$ cat config.mk
export PLATFORM = sky130hd
export DESIGN_NAME = combo_lock_ctrl
export DESIGN_NICKNAME = d
export VERILOG_FILES = /design/src/rtl/combo_lock_ctrl.sv
export SDC_FILE = /design/constraint.sdc
export NUM_CORES = 1
export LEC_CHECK = 0
export ABC_AREA = 0
export CORE_AREA = 2 2 76 78
export DETAILED_ROUTE_END_ITERATION = 10
export DIE_AREA = 0 0 78 80
export GPL_ROUTABILITY_DRIVEN = 0
export PLACE_DENSITY = 0.84
export SYNTH_ARGS = -nofsm -noshare
export SYNTH_HDL_FRONTEND = slang
export SYNTH_SLANG_ARGS = --single-unit
$ cat constraint.sdc
create_clock -name clk -period 3.6 [get_ports clk]
set_clock_uncertainty 0.15 [all_clocks]
set_input_delay 0.72 -clock clk [delete_from_list [all_inputs] [get_ports clk]]
set_output_delay 0.72 -clock clk [all_outputs]
set_load 0.02 [all_outputs]
$ cat src/rtl/combo_lock_ctrl.sv
// Combination-lock controller: captures a nibble-at-a-time code, compares it with SECRET,
// counts wrong attempts and enforces a timed lockout. All outputs are registered.
module combo_lock_ctrl #(
  parameter int                      NUM_DIGITS     = 4,
  parameter logic [4*NUM_DIGITS-1:0] SECRET         = 16'h1234,
  parameter int                      MAX_TRIES      = 3,
  parameter int                      LOCKOUT_CYCLES = 250000000
) (
  input  logic                               clk,
  input  logic                               reset,
  input  logic [3:0]                         sw_digit,
  input  logic                               btn_enter,
  input  logic                               btn_clear,
  input  logic                               btn_lock,
  output logic [4*NUM_DIGITS-1:0]            digits,
  output logic [NUM_DIGITS-1:0]              blank,
  output logic                               unlocked,
  output logic                               alarm,
  output logic [$clog2(MAX_TRIES+1)-1:0]     fail_count,
  output logic [1:0]                         o_dbg_state
);

  localparam int DW = 4 * NUM_DIGITS;
  localparam int CW = $clog2(NUM_DIGITS + 1);
  localparam int FW = $clog2(MAX_TRIES + 1);
  localparam int LW = $clog2(LOCKOUT_CYCLES);

  localparam logic [CW-1:0] FULL_CNT  = CW'(NUM_DIGITS);
  localparam logic [CW-1:0] ONE_CNT   = CW'(1);
  localparam logic [FW-1:0] MAX_FAIL  = FW'(MAX_TRIES);
  localparam logic [FW-1:0] ONE_FAIL  = FW'(1);
  localparam logic [LW-1:0] LOCK_LOAD = LW'(LOCKOUT_CYCLES - 1);
  localparam logic [LW-1:0] ONE_LOCK  = LW'(1);

  typedef enum logic [1:0] {
    ST_ENTRY   = 2'd0,
    ST_CHECK   = 2'd1,
    ST_OPEN    = 2'd2,
    ST_LOCKOUT = 2'd3
  } state_e;

  // Button conditioning, bit 0 = enter, bit 1 = clear, bit 2 = lock.
  // Press pulse is registered so an action lands three edges after first sampling.
  logic [2:0] w_btn;
  logic [2:0] r_sync1, r_sync2, r_prev, r_press;

  assign w_btn = {btn_lock, btn_clear, btn_enter};

  always_ff @(posedge clk) begin
    if (reset) begin
      r_sync1 <= '0;
      r_sync2 <= '0;
      r_prev  <= '0;
      r_press <= '0;
    end else begin
      r_sync1 <= w_btn;
      r_sync2 <= r_sync1;
      r_prev  <= r_sync2;
      r_press <= r_sync2 & ~r_prev;
    end
  end

  logic w_enter, w_clear, w_lock;
  assign w_enter = r_press[0];
  assign w_clear = r_press[1];
  assign w_lock  = r_press[2];

  state_e            r_state, w_state;
  logic [DW-1:0]     r_digits, w_digits;
  logic [NUM_DIGITS-1:0] r_blank, w_blank;
  logic [CW-1:0]     r_count, w_count;
  logic [FW-1:0]     r_fail, w_fail;
  logic [LW-1:0]     r_lock_cnt, w_lock_cnt;
  logic              r_unlocked, w_unlocked;
  logic              r_alarm, w_alarm;

  always_ff @(posedge clk) begin
    if (reset) begin
      r_state    <= ST_ENTRY;
      r_digits   <= '0;
      r_blank    <= '1;
      r_count    <= '0;
      r_fail     <= '0;
      r_lock_cnt <= '0;
      r_unlocked <= 1'b0;
      r_alarm    <= 1'b0;
    end else begin
      r_state    <= w_state;
      r_digits   <= w_digits;
      r_blank    <= w_blank;
      r_count    <= w_count;
      r_fail     <= w_fail;
      r_lock_cnt <= w_lock_cnt;
      r_unlocked <= w_unlocked;
      r_alarm    <= w_alarm;
    end
  end

  always_comb begin
    w_state    = r_state;
    w_digits   = r_digits;
    w_blank    = r_blank;
    w_count    = r_count;
    w_fail     = r_fail;
    w_lock_cnt = r_lock_cnt;
    w_unlocked = r_unlocked;
    w_alarm    = r_alarm;
    case (r_state)
      ST_ENTRY: begin
        // A full entry moves on to CHECK; clear beats a simultaneous enter.
        if (r_count == FULL_CNT) begin
          w_state = ST_CHECK;
        end else if (w_clear) begin
          w_digits = '0;
          w_blank  = '1;
          w_count  = '0;
        end else if (w_enter) begin
          w_digits = {r_digits[DW-5:0], sw_digit};
          w_blank  = {r_blank[NUM_DIGITS-2:0], 1'b0};
          w_count  = r_count + ONE_CNT;
        end
      end
      ST_CHECK: begin
        if (r_digits == SECRET) begin
          w_state    = ST_OPEN;
          w_unlocked = 1'b1;
          w_fail     = '0;
        end else if (r_fail + ONE_FAIL == MAX_FAIL) begin
          w_state    = ST_LOCKOUT;
          w_fail     = MAX_FAIL;
          w_lock_cnt = LOCK_LOAD;
          w_alarm    = 1'b1;
          w_digits   = {NUM_DIGITS{4'hE}};
          w_blank    = '0;
        end else begin
          w_state  = ST_ENTRY;
          w_fail   = r_fail + ONE_FAIL;
          w_digits = '0;
          w_blank  = '1;
          w_count  = '0;
        end
      end
      ST_OPEN: begin
        if (w_lock) begin
          w_state    = ST_ENTRY;
          w_unlocked = 1'b0;
          w_digits   = '0;
          w_blank    = '1;
          w_count    = '0;
        end
      end
      ST_LOCKOUT: begin
        // Counter walks LOCKOUT_CYCLES-1 down to 0; exit happens on the edge after 0.
        if (r_lock_cnt == '0) begin
          w_state  = ST_ENTRY;
          w_alarm  = 1'b0;
          w_fail   = '0;
          w_digits = '0;
          w_blank  = '1;
          w_count  = '0;
        end else begin
          w_lock_cnt = r_lock_cnt - ONE_LOCK;
        end
      end
      default: begin
        w_state = ST_ENTRY;
      end
    endcase
  end

  assign digits      = r_digits;
  assign blank       = r_blank;
  assign unlocked    = r_unlocked;
  assign alarm       = r_alarm;
  assign fail_count  = r_fail;
  assign o_dbg_state = r_state;

endmodule
# [Word level (Yosys, flattened, before mapping)]
# Cells that the tools add are included.
[totals] input_bits=9 word_cells=88 output_inout_bits=26 reg_bits=69
[classes] add_sub_neg=3 bitwise=2 mux=44 n_eq_ne=16 reduce_logical=11
[op_table] op="two-way mux 16 bit" n=7
[op_table] op="two-way mux 28 bit" n=3
[op_table] op="one-hot mux 16 bit (4 select lines)" n=1
[op_table] op="one-hot mux 28 bit (2 select lines)" n=1
[op_table] op="zero test 28 bit" n=1
[op_table] op="two-way mux 4 bit" n=7
[op_table] op="subtractor 28 x 1 -> 28 bit, second input constant" n=1
[op_table] op="two-way mux 3 bit" n=7
[op_table] op="inequality test 2 bit, second input constant" n=9
[op_table] op="equality test 16 x 13 -> 1 bit, second input constant" n=1
[op_table] op="one-hot mux 4 bit (4 select lines)" n=1
[op_table] op="two-way mux 2 bit" n=7
[op_table] op="one-hot mux 3 bit (4 select lines)" n=1
[op_table] op="one-hot mux 2 bit (4 select lines)" n=1
[op_table] op="AND reduction 4 bit" n=2
[op_table] op="equality test 2 bit, second input constant" n=3
[op_table] op="AND reduction 3 bit" n=2
[op_table] op="AND reduction 6 bit" n=1
[op_table] op="two-way mux 1 bit" n=5
[op_table] op="AND reduction 5 bit" n=1
[op_table] op="one-hot mux 1 bit (2 select lines)" n=2
[op_table] op="one-hot mux 2 bit (2 select lines)" n=1
[op_table] op="nonzero test 2 bit" n=2
[op_table] op="adder 3 x 1 -> 3 bit, second input constant" n=1
[op_table] op="other kinds (8)" n=8

# [Longest topological paths before layout]
[logic_depth] ltp_word=5 ltp_mapped=9 mapped_depth_nobuf=7

# [Worst setup path before layout]
# Ideal clock, no wire load.
[synth_path] path_type="reg-to-reg" startpoint="reg r_lock_cnt[4]" endpoint="reg r_lock_cnt[18]" path_stages_with_launch=8 path_buffers=2 t_arrival_ps=2155 slack_ps=1221 setup_time_ps=74 required_time_ps=3376 synth_period_minus_slack_ps=2379 path_cell_list="dfxtp_1 -> buf_2 -> or4_1 -> buf_2 -> nor3_4 -> o2111ai_2 -> or4_1 -> a31oi_1"
[synth_between] elab_chain_cells=3 elab_cells_between_ends=6 classes_between="add/sub: 1; eq/ne: 1; mux: 2; reduce/logical: 2"
[synth_lines] element="start, declared" line_no="73" source="logic [LW-1:0] r_lock_cnt, w_lock_cnt;"
[synth_lines] element="start signal, assigned" line_no="93" source="r_lock_cnt <= w_lock_cnt;"
[synth_lines] element="subtractor 28 x 1 -> 28 bit or zero test 28 bit (tied branches)" line_no="162, 154"
[synth_lines] element="two-way mux 28 bit or inequality test 2 bit (tied branches)"
[synth_lines] element="one-hot mux 28 bit (2 select lines) or AND reduction 4 bit (tied branches)"
# Several ways; a longest one is shown, not always the timed one. The select of a mux whose other input is x is not followed.
# A chain may end at the register's enable or synchronous reset.

# [Worst setup path in the final report]
[layout_path] startpoint="reg r_lock_cnt[27]" endpoint="reg r_digits[9] (netlist: digits[9])"
[layout_between] elab_chain_cells=3
[layout_lines] element="zero test 28 bit" line_no="154" source="if (r_lock_cnt == '0) begin"
[layout_lines] element="inequality test 2 bit (no line)"
[layout_lines] element="AND reduction 5 bit (no line)"
[layout_lines] element="end signal, assigned" line_no="89" source="r_digits <= w_digits;"
[layout_lines] element="end, declared" line_no="69" source="logic [DW-1:0] r_digits, w_digits;"
# No other way between the ends.

==> impl_metrics.tcl <==
set metrics [dict create \
    setup_slack_ns 0.9196 \
    grt_max_degree 29 \
    worstMarginPinSlew_ns 0.8545 \
    drt-vias-per-instance 6.154 \
    cp-endpoint "digits[9]$_SDFFE_PP0P_" \
    ys_seq_elements 69 \
    num_vias 2837 \
    dp_hpwl_um 4947 \
    hold_buffers 0 \
    synth-edff-count 0 \
    p_switching_uw 361.7 \
    fp-row-count 27 \
    r2r_slack_ns 0.92 \
    yosysWarnings 0 \
    drt_wl_total_um 7150 \
    end_kind "flip-flop" \
    cts.sink_count 69 \
    hold_viol 0 \
    hold_path.class "flip-flop to flip-flop" \
    rsz0062_at_grt "no" \
    totalPowerFinal_mw 1.534 \
    p_sw_share_pct 23.57 \
    clock_latency_ns 0.34 \
    ys_async_sr_fraction_pct 0 \
    setup_violations 0 \
    cts_resized 0 \
    cts_made_buffers 9 \
    path_clk_slew_ns 0.07 \
    start_util_pct 58.68 \
    io_buffers 34 \
    setup_tns_ns 0 \
    worstSetupStartpointType "flip-flop" \
    dr.first_iter.drc_count 228 \
    p_per_area_mw_per_mm2 409.1 \
    grt_pass1_wl_um 12200 \
    synth.cell_area_mm2 0.003172 \
    cts_setup_buffers 0 \
    diodes 0 \
    grtUsageTotal_pct 24.88 \
    antenna_found_initial 0 \
    internal_power_mw 1.173 \
    pwr-share-seq_pct 52.0 \
    gr-total-overflow 0 \
    wire_per_inst_um 15.51 \
    p_leak_nw 1.338 \
    grt_pass1_vias 2619 \
    comb_power_share_pct 7.7 \
    drv_cap 0 \
    dr.pass1.iters 5 \
    r2r_end "digits[9]$_SDFFE_PP0P_" \
    route.detailed.drc 0 \
    yosysSeqAreaShare_pct 43.55 \
    r2r_start "r_lock_cnt[27]$_SDFFE_PP0P_" \
    htreeDepth 3 \
    pwr-share-clk_pct 40.4 \
    required_ns 3.71 \
    fill_cells 442 \
    io_pins 35 \
    nNetsFinal 398 \
    relSlewSlack_pct 42.77 \
    clk_path_buf_depth 2 \
    cts_tree "built" \
    cp-startpoint "r_lock_cnt[27]$_SDFFE_PP0P_" \
    outcome "finished clean" \
    fin_crit_sh_pct 74.46 \
    syn_inst 355 \
    ys.flop_type "dfxtp_1" \
    synth_nets 369 \
    syn_to_final_growth_pct 18.26 \
    dp_slack_ns 0.9374 \
    min_period_ns 2.680 \
    cts-root-buf "clkbuf_8" \
    clock.fmax_mhz 373.1 \
    dieHeight_um 80 \
    final_max_slew_viol_count 0 \
    ys_types 53 \
    arrival_ns 2.79 \
    core_mm2 0.005405 \
    critPathMaxFanout 12 \
    fp.dieW_um 78 \
    postSynthAreaPerCell_um2 8.935 \
    peakVddDrop_mv 0.3467 \
    path_class "flip-flop to flip-flop" \
    rr_worst_depth 6 \
    die-area_mm2 0.006240 \
    layout-drive-gt1-share_pct 8.740 \
    drtAntennaViolNets 0 \
]
Yosys cell counts (3+ instances only):
cell | count | area [um^2]
a21oi_1 | 41 | 205.2
nand3_1 | 7 | 35.03
and3_1 | 3 | 18.77
nand4b_1 | 4 | 35.03
or4_1 | 9 | 67.56
xnor2_1 | 3 | 26.28
or3_1 | 11 | 68.82
buf_2 | 5 | 25.02
o41ai_1 | 3 | 26.28
inv_1 | 9 | 33.78
nand2_1 | 11 | 41.29
o21ai_0 | 12 | 60.06
nor2b_1 | 12 | 75.07
nor2_1 | 16 | 60.06
a211oi_1 | 16 | 120.1
clkbuf_1 | 15 | 56.30
o31ai_1 | 6 | 45.04
nand4_1 | 4 | 25.02
ha_1 | 5 | 62.56
a31oi_1 | 11 | 68.82
dfxtp_1 | 69 | 1381
or2_2 | 4 | 25.02
o311ai_0 | 5 | 43.79
nor3_1 | 20 | 100.1
mux2i_1 | 3 | 30.03
xor2_1 | 7 | 61.31
nor4_1 | 10 | 62.56
area by class of cell:
type / count / area (um^2) / share of cell area, %
repair buffers: 40 / 380.4 / 10.14
inverters: 10 / 37.54 / 1.001
well taps: 72 / 90.09 / 2.402
clock inverters: 4 / 47.55 / 1.268
clock buffers: 12 / 145.1 / 3.869
flip-flops and latches: 69 / 1381 / 36.82
multi-input cells: 254 / 1669 / 44.50
critical path, stage by stage, from the launching register on:
cell,delay [ns]
dfxtp_1,0.33
nor4_1,0.41
nand3_1,0.45
nor4_4,0.71
buf_4,0.26
nor3_1,0.05
a211oi_1,0.23
power by group through the flow:
stage / Sequential [mW] / Clock (mW) / Combinational, mW
after global placement: 0.815 / 0 / 0.115
final: 0.798 / 0.619 / 0.117
after global routing: 0.800 / 0.658 / 0.128
after floorplan: 0.827 / 0 / 0.0571
after detailed placement: 0.815 / 0 / 0.117
after CTS: 0.797 / 0.625 / 0.118
how the worst min path moves through the flow:
stage                          from                     to  slack [ns]  depth (start not counted)
3_5_place_dp   r_prev[0]$_SDFF_PP0_  r_press[0]$_SDFF_PP0_        0.23                          1
4_1_cts        r_prev[0]$_SDFF_PP0_  r_press[0]$_SDFF_PP0_        0.24                          1
5_1_grt        r_prev[0]$_SDFF_PP0_  r_press[0]$_SDFF_PP0_        0.25                          1
6_report       r_prev[1]$_SDFF_PP0_  r_press[1]$_SDFF_PP0_        0.23                          1
3_3_place_gp   r_prev[1]$_SDFF_PP0_  r_press[1]$_SDFF_PP0_        0.22                          1
2_1_floorplan  r_prev[0]$_SDFF_PP0_  r_press[0]$_SDFF_PP0_        0.22                          1
layer usage:
layer,GRT usage [%],vias to the layer above,wire length (um)
li1,-,1425,-
met1,33.36,1324,3344
met2,38.62,80,3398
met3,6.900,8,323
met4,8.772,0,84
met5,0,-,0
cells by family after synthesis:
group | after synthesis | share of synthesized area, %
simple gates | 125 | 23.59
compound gates | 111 | 23.20
flops | 69 | 43.55
buf+inv | 32 | 3.984
mux | 3 | 0.9468
fa+ha+maj | 5 | 1.972
xor+xnor | 10 | 2.762
stage by stage:
stage	instances	utilization (%)	instance area [um^2]	hold slack, ns
after CTS	461	69.40	3751	0.2363
after floorplan	355	-	3172	0.2174
after detailed placement	445	65.83	3558	0.2267
final	461	69.40	3751	0.2330
after global routing	461	69.40	3751	0.2549
after global placement	445	65.83	3558	0.2227
layout by cell type, fill, tap and decap left out, drive strengths merged, types with 3 or more instances in the layout:
cell,n
o21ai,12
inv,9
buf,7
xor2,7
a31oi,11
or2,4
nand4,4
a21oi,41
clkbuf,12
mux2i,3
and2,3
nor2b,12
ha,5
clkdlybuf4s50,33
and3,3
nand4b,4
o41ai,3
dfxtp,69
o31ai,7
nand3,7
nor3,21
or4,9
nor2,16
nand2,12
a211oi,16
or3,11
o2111ai,3
xnor2,3
nor4,12
clkinv,3
o311ai,5
flip-flops by register name (all words and copies together) (netlist names):
register and count:
blank 4, r_sync2 3, alarm 1, r_press 3
r_count 3, o_dbg_state 2, r_prev 3, fail_count 2
r_sync1 3, unlocked 1, digits 16, r_lock_cnt 28
Note: power is estimated with default switching activity, not from simulation.
